[src/rtl/branch_resolver_pkg.sv]
// Shared constants and types for the execute-stage branch resolver.
// Holds the default widths and the flush FSM state encoding.
package branch_resolver_pkg;

    localparam int BR_WORD_SIZE    = 32;
    localparam int BR_NUM_LINES    = 4;
    localparam int BR_FLUSH_CYCLES = 2;
    localparam int BR_CNT_W        = 16;

    typedef enum logic [0:0] {
        RES_IDLE  = 1'b0,
        RES_FLUSH = 1'b1
    } resState_t;

endpackage

[src/rtl/branch_resolver_sat_counter.sv]
// Saturating event counter: counts enabled cycles and sticks at all-ones.
module sat_counter
    import branch_resolver_pkg::*;
#(
    parameter int CNT_W = BR_CNT_W
) (
    input  logic             clk,
    input  logic             rst,
    input  logic             en,
    output logic [CNT_W-1:0] count
);

    logic [CNT_W-1:0] count_r;

    // Count register, held once it reaches all-ones so statistics never wrap.
    always_ff @(posedge clk or negedge rst) begin
        if (!rst) begin
            count_r <= {CNT_W{1'b0}};
        end else if (en && (count_r != {CNT_W{1'b1}})) begin
            count_r <= count_r + {{(CNT_W-1){1'b0}}, 1'b1};
        end
    end

    assign count = count_r;

endmodule

[src/rtl/branch_resolver.sv]
// Execute-stage branch resolver: checks the fetch-time prediction against the
// real outcome, issues redirect + front-end flush, and trains the predictor.
module branch_resolver
    import branch_resolver_pkg::*;
#(
    parameter int WORD_SIZE    = BR_WORD_SIZE,
    parameter int NUM_LINES    = BR_NUM_LINES,
    parameter int IDX_W        = $clog2(NUM_LINES),
    parameter int FLUSH_CYCLES = BR_FLUSH_CYCLES,
    parameter int CNT_W        = BR_CNT_W
) (
    input  logic                 clk,
    input  logic                 rst,
    input  logic [WORD_SIZE-1:0] PCF,
    input  logic                 TakingBranchF,
    input  logic [WORD_SIZE-1:0] PredTargetF,
    input  logic                 StallF,
    input  logic                 StallD,
    input  logic                 ValidE,
    input  logic                 BranchE,
    input  logic                 ZeroE,
    input  logic [WORD_SIZE-1:0] PCE,
    input  logic [WORD_SIZE-1:0] PCTargetE,
    input  logic [WORD_SIZE-1:0] PCPlus4E,
    output logic                 RedirectValid,
    output logic [WORD_SIZE-1:0] RedirectPC,
    output logic                 FlushD,
    output logic                 FlushE,
    output logic                 UpdValid,
    output logic [IDX_W-1:0]     UpdIndex,
    output logic [WORD_SIZE-1:0] UpdPC,
    output logic [WORD_SIZE-1:0] UpdTarget,
    output logic                 UpdTaken,
    output logic                 UpdAlloc,
    output logic                 UpdInval,
    output logic [CNT_W-1:0]     BranchCount,
    output logic [CNT_W-1:0]     MispredCount
);

    localparam int FCW = (FLUSH_CYCLES > 1) ? $clog2(FLUSH_CYCLES) : 1;
    localparam logic [FCW-1:0] FLUSH_LAST = FCW'(FLUSH_CYCLES - 1);

    logic                 predTakenD_r, predValidD_r;
    logic [WORD_SIZE-1:0] predTargetD_r;
    logic                 predTakenE_r, predValidE_r, doneE_r;
    logic [WORD_SIZE-1:0] predTargetE_r;

    resState_t            state_r, stateNext_s;
    logic [FCW-1:0]       flushCnt_r, flushCntNext_s;

    logic                 res_s, actualTaken_s, mispred_s, aliasHit_s;
    logic [WORD_SIZE-1:0] redirTarget_s;

    logic                 flushNext_s, redirValidNext_s, updValidNext_s;
    logic                 updTakenNext_s, updAllocNext_s, updInvalNext_s;
    logic [WORD_SIZE-1:0] redirPCNext_s, updPCNext_s, updTargetNext_s;
    logic [IDX_W-1:0]     updIndexNext_s;

    logic                 flush_r, redirValid_r, updValid_r;
    logic                 updTaken_r, updAlloc_r, updInval_r;
    logic [WORD_SIZE-1:0] redirPC_r, updPC_r, updTarget_r;
    logic [IDX_W-1:0]     updIndex_r;

    // F->D prediction register; a flush kills the entry even while fetch stalls.
    always_ff @(posedge clk or negedge rst) begin
        if (!rst) begin
            predTakenD_r  <= 1'b0;
            predTargetD_r <= {WORD_SIZE{1'b0}};
            predValidD_r  <= 1'b0;
        end else begin
            if (!StallF) begin
                predTakenD_r  <= TakingBranchF;
                predTargetD_r <= PredTargetF;
            end
            if (flush_r) begin
                predValidD_r <= 1'b0;
            end else if (!StallF) begin
                predValidD_r <= 1'b1;
            end
        end
    end

    // D->E prediction register plus the resolved-once flag for stalled E.
    always_ff @(posedge clk or negedge rst) begin
        if (!rst) begin
            predTakenE_r  <= 1'b0;
            predTargetE_r <= {WORD_SIZE{1'b0}};
            predValidE_r  <= 1'b0;
            doneE_r       <= 1'b0;
        end else begin
            if (flush_r) begin
                predValidE_r <= 1'b0;
            end else if (!StallD) begin
                predTakenE_r  <= predTakenD_r;
                predTargetE_r <= predTargetD_r;
                predValidE_r  <= predValidD_r;
            end
            if (flush_r || !StallD) begin
                doneE_r <= 1'b0;
            end else if (res_s) begin
                doneE_r <= 1'b1;
            end
        end
    end

    // Mispredict classification; a non-branch predicted taken is a stale alias.
    always_comb begin
        res_s         = ValidE && predValidE_r && !doneE_r && (state_r == RES_IDLE);
        actualTaken_s = BranchE && ZeroE;
        aliasHit_s    = 1'b0;
        mispred_s     = 1'b0;
        redirTarget_s = PCPlus4E;
        if (!res_s) begin
            mispred_s = 1'b0;
        end else if (BranchE) begin
            if (actualTaken_s) begin
                mispred_s     = !predTakenE_r || (predTargetE_r != PCTargetE);
                redirTarget_s = PCTargetE;
            end else begin
                mispred_s = predTakenE_r;
            end
        end else begin
            aliasHit_s = predTakenE_r;
            mispred_s  = predTakenE_r;
        end
    end

    // Flush FSM state register.
    always_ff @(posedge clk or negedge rst) begin
        if (!rst) begin
            state_r    <= RES_IDLE;
            flushCnt_r <= {FCW{1'b0}};
        end else begin
            state_r    <= stateNext_s;
            flushCnt_r <= flushCntNext_s;
        end
    end

    // Flush FSM next state: stay in FLUSH for FLUSH_CYCLES cycles.
    always_comb begin
        stateNext_s    = state_r;
        flushCntNext_s = flushCnt_r;
        case (state_r)
            RES_IDLE: begin
                if (mispred_s) begin
                    stateNext_s    = RES_FLUSH;
                    flushCntNext_s = {FCW{1'b0}};
                end else begin
                    stateNext_s = RES_IDLE;
                end
            end
            RES_FLUSH: begin
                if (flushCnt_r == FLUSH_LAST) begin
                    stateNext_s    = RES_IDLE;
                    flushCntNext_s = {FCW{1'b0}};
                end else begin
                    flushCntNext_s = flushCnt_r + {{(FCW-1){1'b0}}, 1'b1};
                end
            end
            default: begin
                stateNext_s    = RES_IDLE;
                flushCntNext_s = {FCW{1'b0}};
            end
        endcase
    end

    // Output decode: next-cycle redirect, flush and predictor-update values.
    always_comb begin
        flushNext_s      = (stateNext_s == RES_FLUSH);
        redirValidNext_s = mispred_s;
        redirPCNext_s    = mispred_s ? redirTarget_s : {WORD_SIZE{1'b0}};
        updValidNext_s   = 1'b0;
        updIndexNext_s   = {IDX_W{1'b0}};
        updPCNext_s      = {WORD_SIZE{1'b0}};
        updTargetNext_s  = {WORD_SIZE{1'b0}};
        updTakenNext_s   = 1'b0;
        updAllocNext_s   = 1'b0;
        updInvalNext_s   = 1'b0;
        if (res_s && BranchE) begin
            updValidNext_s  = 1'b1;
            updIndexNext_s  = PCE[IDX_W+1:2];
            updPCNext_s     = PCE;
            updTargetNext_s = PCTargetE;
            updTakenNext_s  = ZeroE;
            updAllocNext_s  = actualTaken_s && !predTakenE_r;
        end else if (aliasHit_s) begin
            updValidNext_s = 1'b1;
            updIndexNext_s = PCE[IDX_W+1:2];
            updPCNext_s    = PCE;
            updInvalNext_s = 1'b1;
        end else begin
            updValidNext_s = 1'b0;
        end
    end

    // Registered outputs.
    always_ff @(posedge clk or negedge rst) begin
        if (!rst) begin
            flush_r      <= 1'b0;
            redirValid_r <= 1'b0;
            redirPC_r    <= {WORD_SIZE{1'b0}};
            updValid_r   <= 1'b0;
            updIndex_r   <= {IDX_W{1'b0}};
            updPC_r      <= {WORD_SIZE{1'b0}};
            updTarget_r  <= {WORD_SIZE{1'b0}};
            updTaken_r   <= 1'b0;
            updAlloc_r   <= 1'b0;
            updInval_r   <= 1'b0;
        end else begin
            flush_r      <= flushNext_s;
            redirValid_r <= redirValidNext_s;
            redirPC_r    <= redirPCNext_s;
            updValid_r   <= updValidNext_s;
            updIndex_r   <= updIndexNext_s;
            updPC_r      <= updPCNext_s;
            updTarget_r  <= updTargetNext_s;
            updTaken_r   <= updTakenNext_s;
            updAlloc_r   <= updAllocNext_s;
            updInval_r   <= updInvalNext_s;
        end
    end

    assign RedirectValid = redirValid_r;
    assign RedirectPC    = redirPC_r;
    assign FlushD        = flush_r;
    assign FlushE        = flush_r;
    assign UpdValid      = updValid_r;
    assign UpdIndex      = updIndex_r;
    assign UpdPC         = updPC_r;
    assign UpdTarget     = updTarget_r;
    assign UpdTaken      = updTaken_r;
    assign UpdAlloc      = updAlloc_r;
    assign UpdInval      = updInval_r;

    sat_counter #(.CNT_W(CNT_W)) uBranchCnt (
        .clk   (clk),
        .rst   (rst),
        .en    (res_s && BranchE),
        .count (BranchCount)
    );

    sat_counter #(.CNT_W(CNT_W)) uMispredCnt (
        .clk   (clk),
        .rst   (rst),
        .en    (mispred_s),
        .count (MispredCount)
    );

endmodule

[config.mk]
export PLATFORM = sky130hd
export DESIGN_NAME = branch_resolver
export DESIGN_NICKNAME = d
export VERILOG_FILES = /design/src/rtl/branch_resolver_pkg.sv /design/src/rtl/branch_resolver_sat_counter.sv /design/src/rtl/branch_resolver.sv
export SDC_FILE = /design/constraint.sdc
export NUM_CORES = 1
export LEC_CHECK = 0
export BUFFER_PORTS_ARGS = -buffer_cell sky130_fd_sc_hd__buf_2
export CAP_MARGIN = 20
export CORE_MARGIN = 8
export CORE_UTILIZATION = 40
export CTS_CLUSTER_SIZE = 24
export DETAILED_ROUTE_END_ITERATION = 12
export PLACE_DENSITY = 0.77
export SLEW_MARGIN = 0
export SYNTH_ARGS = -nofsm -noshare
export SYNTH_HDL_FRONTEND = slang
export SYNTH_SLANG_ARGS = --single-unit
[constraint.sdc]
create_clock -name clk -period 2.64 [get_ports clk]
set_input_delay 0 -clock clk [delete_from_list [all_inputs] [get_ports clk]]
set_output_delay 0 -clock clk [all_outputs]
set_load 0.01 [all_outputs]
==> flow_summary.ini <==
[drt]
drc_errors = 0
post_drt_wl_per_cell_um = 19.0
drt_first_pass_iters = 5
ant_nets = 0
first_iter_violations = 411
vias_per_cell = 4.86
vias = 6523
wirelength_um = 25500

[synthesis]
postSynthAreaPerCell_um2 = 12.7
synth_seq_area_share = 0.628
syn-num-nets = 808
synth_cell_types = 38
synth_cells = 638
syn_area_um2 = 8130
ys_seq_elements = 204
yosys_warnings = 0

[place]
gp_congestion = 0.798
io_buffer_count = 272
post-dp-hpwl_um = 16500

[sta]
setup_viol = 0
tightest_slew_ns = 0.866
setup_tns_ns = 0
relSlewSlack = 0.423
skew_ns = 0.0137
post-route-min-period_ns = 2.46
slew_violations = 0
rsz0062_at_grt = false
timing.final.crit_share = 0.932
fmax_mhz = 407
hold_viol = 0

[critical_path]
crit_cells = 8
r2r_cells = 8
r2r_slack_ns = 0.18
cp.required_ns = 3.07
slowest_delay_ns = 0.74
crit_path_max_fanout = 21
crit_buf_inv = 2
endpoint_kind = register
crit_family = simple AND/OR/NAND/NOR gates
path_class = register to register
cpMaxStageDelayCell = or4_1
crit_chain = xor2_1 > nor4_1 > o21ai_1 > or4_1 > nand2b_2 > buf_12 > inv_2 > o21ai_2
cp.arrival_ns = 2.89
cp-start-kind = register

[layout]
synthToLayoutAreaGrowth_pct = 47.2
drive_above_1_share = 0.397
finish.utilization = 0.596
fin_nets = 1225

[clock_tree]
cts_sinks = 204
cts_buffer_depth = 3
clk_latency_ns = 0.50
tritoncts = done
cts_root_buf = clkbuf_16
ctsHoldBuffers = 137
clk_pin_slew_worst_paths_ns = 0.06
cts_resized = 0
h-tree-depth = 1
cts_buffers = 23
postCtsSetupRepairBufs = 0

[power_and_ir_drop]
peakVddDrop_v = 0.000583
leakage_nw = 6.16
p_per_area_nw_per_um2 = 762

[floorplanning]
ioPinCount = 305
start_util = 0.405
core_area_um2 = 20100
die_h_um = 159
die_area_um2 = 25200
rows = 52
die_x_um = 159

[grt]
grt_pass1_vias = 7130
grt_max_degree = 89
antenna_found_initial = 3
globalRouteOverflowTotal = 0
grt_usage = 0.200
grt_pass1_wl_um = 38800

[min_path]
holdPathStages = 4
hp-class = input port to register

[outcome]
outcome = finished, final reports clean

[run]
max_cap_violations = 0
[kinds of logic (layout without fill, tap and decap cells)]
logic type	after synthesis	count (layout)	share of synthesized area
mux	71	71	0.0982
other cells	0	2	0
compound gates	42	42	0.0375
xor+xnor	59	59	0.0635
simple gates	221	221	0.143
buf+inv	39	472	0.0266
flops	204	204	0.628
fa+ha+maj	2	2	0.00308
[layout by cell type, fill, tap and decap left out, types with 2 or more instances in the layout]
cell type      instances
buf_2                271
dfrtp_1              204
dlygate4sd3_1        137
nand2_1               79
mux2_2                69
and3_1                42
and2_1                34
xor2_1                31
xnor2_1               28
clkbuf_16             23
a21oi_2               20
nand3_1               19
a21oi_1               17
buf_4                 14
nand4_1               13
nor2_1                 9
nor4_1                 8
clkbuf_8               6
clkinv_2               5
inv_1                  4
nand2b_1               3
and4_1                 3
nor3_1                 3
clkinvlp_4             3
buf_12                 3
diode_2                2
o21a_1                 2
ha_1                   2
bufinv_16              2
clkbuf_1               2
[cells in the mapped netlist (all sizes together)]
| cell | count | share of area |
|---|---|---|
| ha | 2 | 0.0031 |
| nand4 | 13 | 0.010 |
| nand2 | 79 | 0.036 |
| inv | 5 | 0.0023 |
| mux2 | 70 | 0.097 |
| and4 | 3 | 0.0032 |
| clkbuf | 19 | 0.0088 |
| nor4bb | 1 | 0.0012 |
| a21oi | 37 | 0.032 |
| a41oi | 1 | 0.0020 |
| o21a | 2 | 0.0018 |
| dfrtp | 204 | 0.63 |
| and2 | 34 | 0.026 |
| and3 | 42 | 0.032 |
| nand3 | 21 | 0.015 |
| or4 | 1 | 0.00092 |
| buf | 15 | 0.016 |
| nor2 | 10 | 0.0046 |
| mux2i | 1 | 0.0012 |
| xnor2 | 28 | 0.030 |
| nor3b | 1 | 0.00092 |
| o21ai | 2 | 0.0017 |
| nand4b | 1 | 0.0011 |
| nor3 | 3 | 0.0018 |
| nor4 | 8 | 0.0062 |
| nand2b | 4 | 0.0034 |
| xor2 | 31 | 0.033 |
[where the power goes]
group	internal (mW)	switching, mW	leakage [nW]
clock network	1.93	1.24	0.374
registers	3.64	0.312	2.66
logic	0.964	1.04	3.12
total	6.54	2.59	6.16
[through the flow]
stage	power [mW]	hold slack [ns]	std cells	cell area, µm²	worst slack, ns
4_1_cts	9.18	0.0582	1341	12000	0.163
2_1_floorplan	5.02	-0.296	638	8130	0.548
5_1_grt	9.58	0.0981	1343	12000	0.0502
3_5_place_dp	5.81	0.106	1163	9830	0.184
3_3_place_gp	5.75	0.0992	1163	9830	0.201
6_report	9.13	0.0734	1343	12000	0.180
[layout make-up]
| type | instances | area [µm²] |
|---|---|---|
| antenna | 2 | 5.00 |
| clock buffer | 30 | 652 |
| clock inverter | 11 | 116 |
| multi-input combinational | 395 | 2830 |
| timing repair buffer | 426 | 2910 |
| fill | 1548 | 8130 |
| sequential | 204 | 5100 |
| tap | 270 | 338 |
| inverter | 5 | 18.8 |
[layer usage]
metal	routed length, µm	track usage
met4	678	0.0674
met1	9870	0.235
met3	2100	0.0497
met5	12	0
met2	12800	0.352
[state kept, by name, indices dropped and copies added (netlist names), 16 cells and up]
register,cells
uMispredCnt.count,16
UpdTarget,32
predTargetE_r,32
UpdPC,31
predTargetD_r,32
RedirectPC,32
uBranchCnt.count,16
[worst register-to-register path, cell delays in order, from the launching register on]
cell	delay, ns
dfrtp_1	0.38
xor2_1	0.16
nor4_1	0.39
o21ai_1	0.12
or4_1	0.74
nand2b_2	0.19
buf_12	0.19
inv_2	0.08
o21ai_2	0.13
[path summary, 6_finish.rpt]
| path | from | end |
|---|---|---|
| worst min register to register | uMispredCnt.count[10] | uMispredCnt.count[10] |
| worst min-delay path | ZeroE | UpdAlloc |
| worst max-delay path | predTargetE_r[22] | flushCnt_r |
| min in group asynchronous | rst | uMispredCnt.count[10] |
| max in group asynchronous | rst | UpdTarget[6] |
| worst max register to register | predTargetE_r[22] | flushCnt_r |
No activity file was read; power rests on OpenSTA's default activity.
